File: config.mk
export PLATFORM = sky130hd
export DESIGN_NAME = calc_entry
export DESIGN_NICKNAME = d
export VERILOG_FILES = /design/src/rtl/calc_entry.sv
export SDC_FILE = /design/constraint.sdc
export NUM_CORES = 1
export LEC_CHECK = 0
export ABC_AREA = 1
export CAP_MARGIN = 20
export CORE_MARGIN = 3
export CORE_UTILIZATION = 60
export CTS_CLUSTER_SIZE = 24
export DETAILED_ROUTE_END_ITERATION = 8
export DONT_BUFFER_PORTS = 1
export PLACE_DENSITY = 0.79
export SYNTH_ARGS = -nofsm -noshare
export SYNTH_HDL_FRONTEND = slang
export SYNTH_SLANG_ARGS = --single-unit
File: constraint.sdc
create_clock -name IN_clk -period 2.67 [get_ports IN_clk]
set_input_delay 0.4005 -clock IN_clk [delete_from_list [all_inputs] [get_ports IN_clk]]
set_output_delay 0.4005 -clock IN_clk [all_outputs]
set_load 0.005 [all_outputs]
File: src/rtl/calc_entry.sv
// calc_entry: calculator entry and evaluation stage fed by the 4x4 keypad scanner.
// Detects new key presses, accumulates two decimal operands, latches an
// operator and evaluates on '='. Presents a binary result, sign and status.
//
// Ports:
//   IN_clk      system clock (same domain as the keypad scanner)
//   IN_reset_n  asynchronous active-low reset
//   IN_value    key code: 0-9 digit, 10 '+', 11 '-', 12 AND, 13 OR, 14 CMP, 15 '='
//   IN_key      key-active level from the scanner, high while a key is held
//   OUT_disp    value to display (binary, W+1 bits)
//   OUT_neg     displayed result is negative (only meaningful in RESULT)
//   OUT_op      stored operator: 0 none, 1 add, 2 sub, 3 and, 4 or, 5 cmp
//   OUT_state   0 ENTER_A, 1 ENTER_B, 2 RESULT
//   OUT_done    one-cycle pulse when an evaluation completes
module calc_entry #(
  parameter int DIGITS = 4,
  parameter int W      = 14
) (
  input  logic         IN_clk,
  input  logic         IN_reset_n,
  input  logic [3:0]   IN_value,
  input  logic         IN_key,
  output logic [W:0]   OUT_disp,
  output logic         OUT_neg,
  output logic [2:0]   OUT_op,
  output logic [1:0]   OUT_state,
  output logic         OUT_done
);

  localparam int CW = $clog2(DIGITS + 1);
  localparam logic [W:0]    MAXV    = (W+1)'(10**DIGITS - 1);
  localparam logic [CW-1:0] DIG_MAX = CW'(DIGITS);

  typedef enum logic [1:0] {
    ENTER_A = 2'd0,
    ENTER_B = 2'd1,
    RESULT  = 2'd2
  } state_t;

  localparam logic [2:0] OP_NONE = 3'd0;
  localparam logic [2:0] OP_ADD  = 3'd1;
  localparam logic [2:0] OP_SUB  = 3'd2;
  localparam logic [2:0] OP_AND  = 3'd3;
  localparam logic [2:0] OP_OR   = 3'd4;
  localparam logic [2:0] OP_CMP  = 3'd5;

  state_t        state;
  logic [W-1:0]  a;
  logic [W-1:0]  b;
  logic [W:0]    res;
  logic          neg;
  logic [2:0]    op;
  logic [CW-1:0] cnt_a;
  logic [CW-1:0] cnt_b;
  logic          key_q;
  logic          done;

  logic          evt;
  logic          is_digit;
  logic          is_op;
  logic          is_eq;
  logic [2:0]    op_code;
  logic [W+1:0]  eval_out;

  // Decimal shift-in. The caller only appends while the digit count is
  // below DIGITS, so the product always fits in W bits.
  function automatic logic [W-1:0] acc_digit(input logic [W-1:0] v, input logic [3:0] d);
    logic [W+3:0] t;
    t = {4'b0000, v} * (W+4)'(10) + (W+4)'(d);
    return t[W-1:0];
  endfunction

  // Returns {neg, value[W:0]}.
  function automatic logic [W+1:0] evaluate(input logic [2:0] o,
                                            input logic [W-1:0] x,
                                            input logic [W-1:0] y);
    logic [W+1:0] r;
    case (o)
      OP_ADD:  r = {1'b0, {1'b0, x} + {1'b0, y}};
      OP_SUB:  r = (x >= y) ? {2'b00, x - y} : {2'b10, y - x};
      OP_AND:  r = {2'b00, x & y};
      OP_OR:   r = {2'b00, x | y};
      OP_CMP:  r = (x == y) ? (W+2)'(0) : ((x > y) ? (W+2)'(1) : (W+2)'(2));
      default: r = {2'b00, x};
    endcase
    return r;
  endfunction

  // A press is a rising edge of the held key level; code changes while the
  // key stays down are deliberately invisible.
  assign evt      = IN_key & ~key_q;
  assign is_digit = (IN_value <= 4'd9);
  assign is_eq    = (IN_value == 4'd15);
  assign is_op    = ~is_digit & ~is_eq;
  assign op_code  = 3'(IN_value - 4'd9);
  assign eval_out = evaluate(op, a, b);

  always_ff @(posedge IN_clk or negedge IN_reset_n) begin
    if (!IN_reset_n) begin
      state <= ENTER_A;
      a     <= '0;
      b     <= '0;
      res   <= '0;
      neg   <= 1'b0;
      op    <= OP_NONE;
      cnt_a <= '0;
      cnt_b <= '0;
      key_q <= 1'b0;
      done  <= 1'b0;
    end else begin
      key_q <= IN_key;
      done  <= 1'b0;
      if (evt) begin
        case (state)
          ENTER_A: begin
            if (is_digit) begin
              if (cnt_a < DIG_MAX) begin
                a     <= acc_digit(a, IN_value);
                cnt_a <= cnt_a + 1'b1;
              end
            end else if (is_op) begin
              op    <= op_code;
              b     <= '0;
              cnt_b <= '0;
              state <= ENTER_B;
            end else begin
              res   <= {1'b0, a};
              neg   <= 1'b0;
              done  <= 1'b1;
              state <= RESULT;
            end
          end
          ENTER_B: begin
            if (is_digit) begin
              if (cnt_b < DIG_MAX) begin
                b     <= acc_digit(b, IN_value);
                cnt_b <= cnt_b + 1'b1;
              end
            end else if (is_op) begin
              // Operator can be corrected until the first B digit arrives.
              if (cnt_b == '0) op <= op_code;
            end else begin
              // b is still zero if no digits were entered.
              res   <= eval_out[W:0];
              neg   <= eval_out[W+1];
              done  <= 1'b1;
              state <= RESULT;
            end
          end
          RESULT: begin
            if (is_digit) begin
              a     <= W'(IN_value);
              cnt_a <= CW'(1);
              op    <= OP_NONE;
              neg   <= 1'b0;
              state <= ENTER_A;
            end else if (is_op) begin
              // Chain only results that are representable as a fresh operand;
              // cnt_a saturates so no digits can be appended to it.
              if (!neg && res <= MAXV) begin
                a     <= res[W-1:0];
                cnt_a <= DIG_MAX;
                op    <= op_code;
                b     <= '0;
                cnt_b <= '0;
                state <= ENTER_B;
              end
            end
          end
          default: state <= ENTER_A;
        endcase
      end
    end
  end

  always_comb begin
    OUT_disp = '0;
    case (state)
      ENTER_A: OUT_disp = {1'b0, a};
      ENTER_B: OUT_disp = (cnt_b == '0) ? {1'b0, a} : {1'b0, b};
      RESULT:  OUT_disp = res;
      default: OUT_disp = '0;
    endcase
  end

  assign OUT_neg   = (state == RESULT) & neg;
  assign OUT_op    = op;
  assign OUT_state = state;
  assign OUT_done  = done;

endmodule

# After elaboration in Yosys (flattened, before gate mapping)
# Index checks and enable logic that the tools add are counted.
dict set report word_totals {
  regBits 57
  in_bits 7
  out_inout_bits 22
  latch_bits 0
  mem_count 0
  mem_bits_rw 0
  romBits 0
  elab_cells 140
}
dict set report classes {
  mul 2
  n_addsub 8
  order_cmp 6
  n_eq_ne 26
  muxes 66
  n_shift 0
  n_reduce_logical 14
  n_bitwise 8
  div 0
}
# op n
set ops {}
lappend ops {{two-way mux 14 bit} 13}
lappend ops {{one-hot mux 16 bit (5 select lines)} 1}
lappend ops {{two-way mux 15 bit} 4}
lappend ops {{two-way mux 3 bit} 20}
lappend ops {{one-hot mux 15 bit (3 select lines)} 1}
lappend ops {{one-hot mux 14 bit (3 select lines)} 1}
lappend ops {{inequality test 2 bit (second input constant)} 15}
lappend ops {{one-hot mux 15 bit (2 select lines)} 1}
lappend ops {{adder 14 x 4 -> 14 bit} 2}
lappend ops {{multiplier 14 x 3 -> 13 bit (second input constant)} 2}
lappend ops {{one-hot mux 14 bit (2 select lines)} 1}
lappend ops {{subtractor 14 bit} 2}
lappend ops {{two-way mux 2 bit} 9}
lappend ops {{one-hot mux 3 bit (3 select lines)} 2}
lappend ops {{AND reduction 6 bit} 3}
lappend ops {{AND reduction 9 bit} 2}
lappend ops {{two-way mux 16 bit} 1}
lappend ops {{adder 14 x 14 -> 15 bit} 1}
lappend ops {{less-or-equal comparator 15 x 14 -> 1 bit (second input constant)} 1}
lappend ops {{AND 14 bit} 1}
lappend ops {{equality test 14 bit} 1}
lappend ops {{greater-or-equal comparator 14 bit} 1}
lappend ops {{> comparator 14 bit} 1}
lappend ops {{OR 14 bit} 1}
lappend ops {{25 further kinds} 43}

# Longest topological paths before layout
# Gate-level depths: netlist of the first run.
dict set report depth {
  word_depth 7
  depth_mapped 17
  ltp_nobuf 15
}

# Worst setup path before layout of the first run
# No wires, ideal clock.
dict set report synth_timing {
  path_kind {reg-to-reg}
  startpoint {register b[1]}
  endpoint {register b[13]}
  stages_incl_launch_ff 13
  setup_time_ps 117
  setup_slack_ps 157
  t_required_ps 2553
  arrival_time_ps 2396
  path_cell_list {dfrtp_1 ha_1 ha_1 fa_1 nand3_1 nor2_1 nand3_1 nor2_1 nand2_1 nor2_1 nand4_1 nand3_1 nand2_1}
}
dict set report synth_between {
  elab_chain_cells 5
}
# item line
set synth_rtl {}
lappend synth_rtl {{start, declared} 49} ;# logic [W-1:0] b;
lappend synth_rtl {{start signal, assigned} 136} ;# b <= acc_digit(b, IN_value);
lappend synth_rtl {{multiplier 14 x 3 -> 13 bit} 69} ;# t = {4'b0000, v} * (W+4)'(10) + (W+4)'(d);
lappend synth_rtl {{adder 14 x 4 -> 14 bit} 69}
lappend synth_rtl {{two-way mux 14 bit} 135} ;# if (cnt_b < DIG_MAX) begin
lappend synth_rtl {{two-way mux 14 bit} 134} ;# if (is_digit) begin
lappend synth_rtl {{one-hot mux 14 bit (3 select lines)} 114} ;# case (state)
# Every way passes these cells. The select of a mux whose other input is x is not followed.
# A chain may end at the register's enable or synchronous reset.

# Worst setup path after layout of the first run
dict set report layout_timing {
  startpoint {register a[3]}
  endpoint {register a[12]}
}
dict set report layout_between {
  elab_chain_cells 5
}
# item line
set layout_rtl {}
lappend layout_rtl {{start, declared} 48} ;# logic [W-1:0] a;
lappend layout_rtl {{start signal, assigned} 118} ;# a <= acc_digit(a, IN_value);
lappend layout_rtl {{start signal, assigned} 152} ;# a <= W'(IN_value);
lappend layout_rtl {{start signal, assigned} 161} ;# a <= res[W-1:0];
lappend layout_rtl {{multiplier 14 x 3 -> 13 bit} 69}
lappend layout_rtl {{adder 14 x 4 -> 14 bit} 69}
lappend layout_rtl {{two-way mux 14 bit} 117} ;# if (cnt_a < DIG_MAX) begin
lappend layout_rtl {{two-way mux 14 bit} 116} ;# if (is_digit) begin
lappend layout_rtl {{one-hot mux 14 bit (2 select lines)} 114}
# Every way passes these cells. The select of a mux whose other input is x is not followed.

==> impl_metrics.prom, run 1 <==
# TYPE chip_impl_metric gauge
chip_impl_info{name="status",value="complete, no violations"} 1
chip_impl_metric{name="timing.max_slew.rel_slack",unit="%"} 62.7
chip_impl_metric{name="ys_ff_latch",unit=""} 57
chip_impl_metric{name="place_worst_setup_slack",unit="ns"} -0.0141
chip_impl_metric{name="final_nets",unit=""} 1416
chip_impl_metric{name="post-route-period-util",unit="%"} 96.2
chip_impl_metric{name="cts_sinks",unit=""} 57
chip_impl_metric{name="fmax",unit="MHz"} 389
chip_impl_metric{name="synth-seq-area-share",unit="%"} 17.7
chip_impl_metric{name="setup_tns",unit="ns"} 0
chip_impl_metric{name="period_needed",unit="ns"} 2.57
chip_impl_metric{name="route.vias.total",unit=""} 8563
chip_impl_metric{name="worst-endpoint-required",unit="ns"} 2.95
chip_impl_metric{name="drt_first_iter_violations",unit=""} 978
chip_impl_metric{name="globalRouteOverflowTotal",unit=""} 0
chip_impl_metric{name="p_leak",unit="nW"} 4.71
chip_impl_info{name="synth.cells.most_frequent",value="nand2_1, inv_1, nand3_1, ha_1, nor2_1"} 1
chip_impl_info{name="synthFlopType",value="dfrtp_1"} 1
chip_impl_info{name="critical_path.startpoint_type",value="flop"} 1
chip_impl_metric{name="syn_inst_count",unit=""} 1249
chip_impl_metric{name="drt-pass1-iter-count",unit=""} 6
chip_impl_info{name="grt-busiest-layer",value="met2"} 1
chip_impl_metric{name="met2_resource_use_gr",unit="%"} 54.6
chip_impl_metric{name="max_cap_check_violation_count",unit=""} 0
chip_impl_metric{name="route.detailed.vias_per_inst",unit=""} 5.81
chip_impl_info{name="cp_cell_sequence",value="ha_1 -> ha_2 -> fa_2 -> nand2_2 -> inv_2 -> nand2_1 -> nor2_4 -> nand3_4 -> nor2_4 -> nand3_1 -> nand2_1 -> nand3_1 -> nand2_1 -> nand2_1 -> nand2_1"} 1
chip_impl_info{name="critical_path.most_common_cell",value="nand2_1"} 1
chip_impl_metric{name="regToRegSetupSlack",unit="ns"} 0.10
chip_impl_info{name="tritoncts",value="yes"} 1
chip_impl_metric{name="start_util",unit="%"} 62.7
chip_impl_metric{name="route.detailed.drc",unit=""} 0
chip_impl_metric{name="placement_rows",unit=""} 41
chip_impl_metric{name="syn_nets",unit=""} 1368
chip_impl_metric{name="synth_enable_flop_cells",unit=""} 0
chip_impl_metric{name="final_hold_viol_count",unit=""} 0
chip_impl_metric{name="setup_viol",unit=""} 0
chip_impl_metric{name="horizontal_die_dimension",unit="um"} 122
chip_impl_metric{name="floorplan.io_pins",unit=""} 29
chip_impl_info{name="critical_path_class",value="reg -> reg"} 1
chip_impl_metric{name="finalMaxSlewViolations",unit=""} 0
chip_impl_metric{name="average_cell_area_after_synthesis",unit="sq um"} 6.46
chip_impl_metric{name="antenna_found_initial",unit=""} 0
chip_impl_metric{name="multi_input_area",unit="sq um"} 5840
chip_impl_metric{name="h-tree-depth",unit=""} 3
chip_impl_metric{name="clock_path_buffers",unit=""} 2
chip_impl_metric{name="critical_path_peak_fanout",unit=""} 4
chip_impl_metric{name="slew_at_the_pin_with_the_worst_max_slew_slack",unit="ns"} 0.560
chip_impl_info{name="startpoint",value="a[3]"} 1
chip_impl_metric{name="synth_top_area_share",unit="%"} 17.7
chip_impl_metric{name="first_global_vias",unit=""} 7686
chip_impl_metric{name="die_h",unit="um"} 122
chip_impl_metric{name="post_drt_wl_per_cell",unit="um"} 16.8
chip_impl_info{name="yosysMostFrequentCell",value="nand2_1"} 1
chip_impl_metric{name="ys_warn_count",unit=""} 0
chip_impl_metric{name="coreArea",unit="sq um"} 12900
chip_impl_metric{name="fin_skew",unit="ns"} 0.00624
chip_impl_metric{name="synth_cell_types",unit=""} 46
chip_impl_info{name="netlist.top_cell.by_area",value="dfrtp_1"} 1
chip_impl_metric{name="finalWorstSetupSlack",unit="ns"} 0.103
chip_impl_info{name="crit_path_top_delay_cell",value="fa_2"} 1
chip_impl_metric{name="global_route.usage.total",unit="%"} 32.7
chip_impl_metric{name="globalplace.congestion",unit=""} 0.986
chip_impl_metric{name="hpwl_after_detailed_placement",unit="mm"} 19.6
chip_impl_metric{name="vdd_drop_max",unit="mV"} 0.555
chip_impl_info{name="worstSetupEndpoint",value="a[12]"} 1
chip_impl_metric{name="grt_first_pass_wirelength",unit="mm"} 38.5
chip_impl_metric{name="placement.io_buffers",unit=""} 0
chip_impl_info{name="reg2reg_to",value="a[12]"} 1
chip_impl_metric{name="antenna_left",unit=""} 0
chip_impl_info{name="hold_path_class",value="in -> reg"} 1
chip_impl_metric{name="insertion_delay",unit="ns"} 0.34
chip_impl_metric{name="global_route.usage.met1",unit="%"} 43.1
chip_impl_metric{name="layout-area-overhead-vs-synth",unit="%"} 12.2
chip_impl_metric{name="grt.met3_usage",unit="%"} 4.46
chip_impl_metric{name="fp.dieArea",unit="sq um"} 14900
chip_impl_metric{name="num-fill-cells",unit=""} 1101
chip_impl_metric{name="layout_cells_sized_above_1",unit="%"} 13.7
chip_impl_info{name="reg2reg_from",value="a[3]"} 1
chip_impl_metric{name="stdcell_count",unit=""} 1473
chip_impl_metric{name="synth_area",unit="sq um"} 8070
chip_impl_metric{name="cts-buffers-inserted",unit=""} 9
chip_impl_metric{name="ys_async_sr_fraction",unit="%"} 100
chip_impl_metric{name="worst_path_largest_cell_delay",unit="ns"} 0.56
chip_impl_info{name="root_buffer",value="clkbuf_16"} 1
chip_impl_metric{name="arrival",unit="ns"} 2.84
chip_impl_metric{name="n_antenna_cell",unit=""} 0
chip_impl_metric{name="numPlacedInstances",unit=""} 1454
chip_impl_metric{name="reg2reg_depth",unit=""} 15
chip_impl_info{name="critical_path.endpoint_type",value="flop"} 1
chip_impl_metric{name="seq_area",unit="sq um"} 1430
chip_impl_metric{name="detail_route.wirelength",unit="mm"} 24.7
chip_impl_metric{name="grt_start_max_net_pins",unit=""} 58
chip_impl_info{name="synth.area.top_cells",value="dfrtp_1, nand2_1, ha_1"} 1
chip_impl_metric{name="power.density_cell_area",unit="nW/um^2"} 1460
chip_impl_metric{name="clkSlewWorstSetupHoldPaths",unit="ns"} 0.05
## power breakdown
part | internal, mW | switching (mW)
Combinational | 3.80 | 6.63
Clock | 0.807 | 0.424
Sequential | 1.21 | 0.389
Total | 5.81 | 7.44
## kinds of logic (layout without fill, tap and decap cells)
logic type / Yosys count / after routing / share of synthesized area (%)
xor gates and xnor gates: 27 / 27 / 2.93
buffers and inverters: 217 / 269 / 11.6
AOI/OAI and AO/OA: 214 / 214 / 15.6
DFF: 57 / 57 / 17.7
adders and majority gates: 112 / 112 / 18.0
and+or+nand+nor: 622 / 622 / 34.2
## area by class of cell
type,instances,share of cell area (%)
clock buffers,9,2.49
clock inverters,6,0.925
inverters,186,7.84
multi-input cells,975,64.4
flip-flops and latches,57,15.8
well taps,172,2.37
repair buffers,68,6.16
## flip-flops by register name, summed over array words and instances (netlist names)
name,flops
res,15
a,14
b,14
OUT_op,3
cnt_a,3
cnt_b,3
OUT_state,2
OUT_done,1
key_q,1
neg,1
## metrics by stage
stage	utilization [%]	cell area, sq um	hold slack [ns]	total power [mW]
floorplan	-	8070	0.105	8.69
global placement	66.6	8570	0.107	11.2
detailed placement	66.6	8570	0.107	11.4
CTS	69.3	8920	0.0819	12.7
global route	70.4	9060	0.0845	14.4
finish	70.4	9060	0.0862	13.3
## worst max-delay path, delay by kind of cell, from the launching register on
family	cells	cell delay, ns
fa+ha+maj	3	1.07
buf+inv	1	0.06
flops	1	0.41
simple gates	11	0.94
## layout by cell type, fill, tap and decap left out, types with 14 or more instances in the layout
cell / netlist / routed
nand2_1: 358 / 355
inv_1: 169 / 168
nand3_1: 117 / 115
ha_1: 105 / 99
nor2_1: 80 / 77
a21oi_1: 74 / 72
buf_4: 5 / 64
o21ai_0: 63 / 63
dfrtp_1: 57 / 52
xor2_1: 22 / 21
nand4_1: 18 / 18
inv_2: 13 / 14
## worst min path at each step
stage | to | slack [ns] | startpoint | cells past startpoint
floorplan | OUT_done | 0.10 | IN_reset_n | 0
finish | key_q | 0.09 | IN_key | 0
global placement | b[13] | 0.11 | IN_reset_n | 0
CTS | key_q | 0.08 | IN_key | 0
global route | key_q | 0.08 | IN_key | 0
detailed placement | b[11] | 0.11 | IN_reset_n | 0
## timing repair
action	in CTS	in global routing
hold buffers	2	0
gates resized for setup	1	32
pin swaps	0	5
endpoints found under the hold margin	57	0
setup endpoints to repair	1	21
setup buffers	0	2
## routing by layer
layer	vias up	routed length (um)
met5	-	0
li1	4188	-
met1	3930	10500
met4	0	695
met2	390	11700
met3	55	1800
Power figures use the tool's default switching activity.
==> run 2, diff against run 1 <==
--- a/config.mk
+++ b/config.mk
@@ -13,6 +13,7 @@
 export DETAILED_ROUTE_END_ITERATION = 8
 export DONT_BUFFER_PORTS = 1
 export PLACE_DENSITY = 0.79
+export SLEW_MARGIN = 20
 export SYNTH_ARGS = -nofsm -noshare
 export SYNTH_HDL_FRONTEND = slang
 export SYNTH_SLANG_ARGS = --single-unit
==> results of run 2 <==
The final DEF is identical to that of run 1; final timing and power are the same.
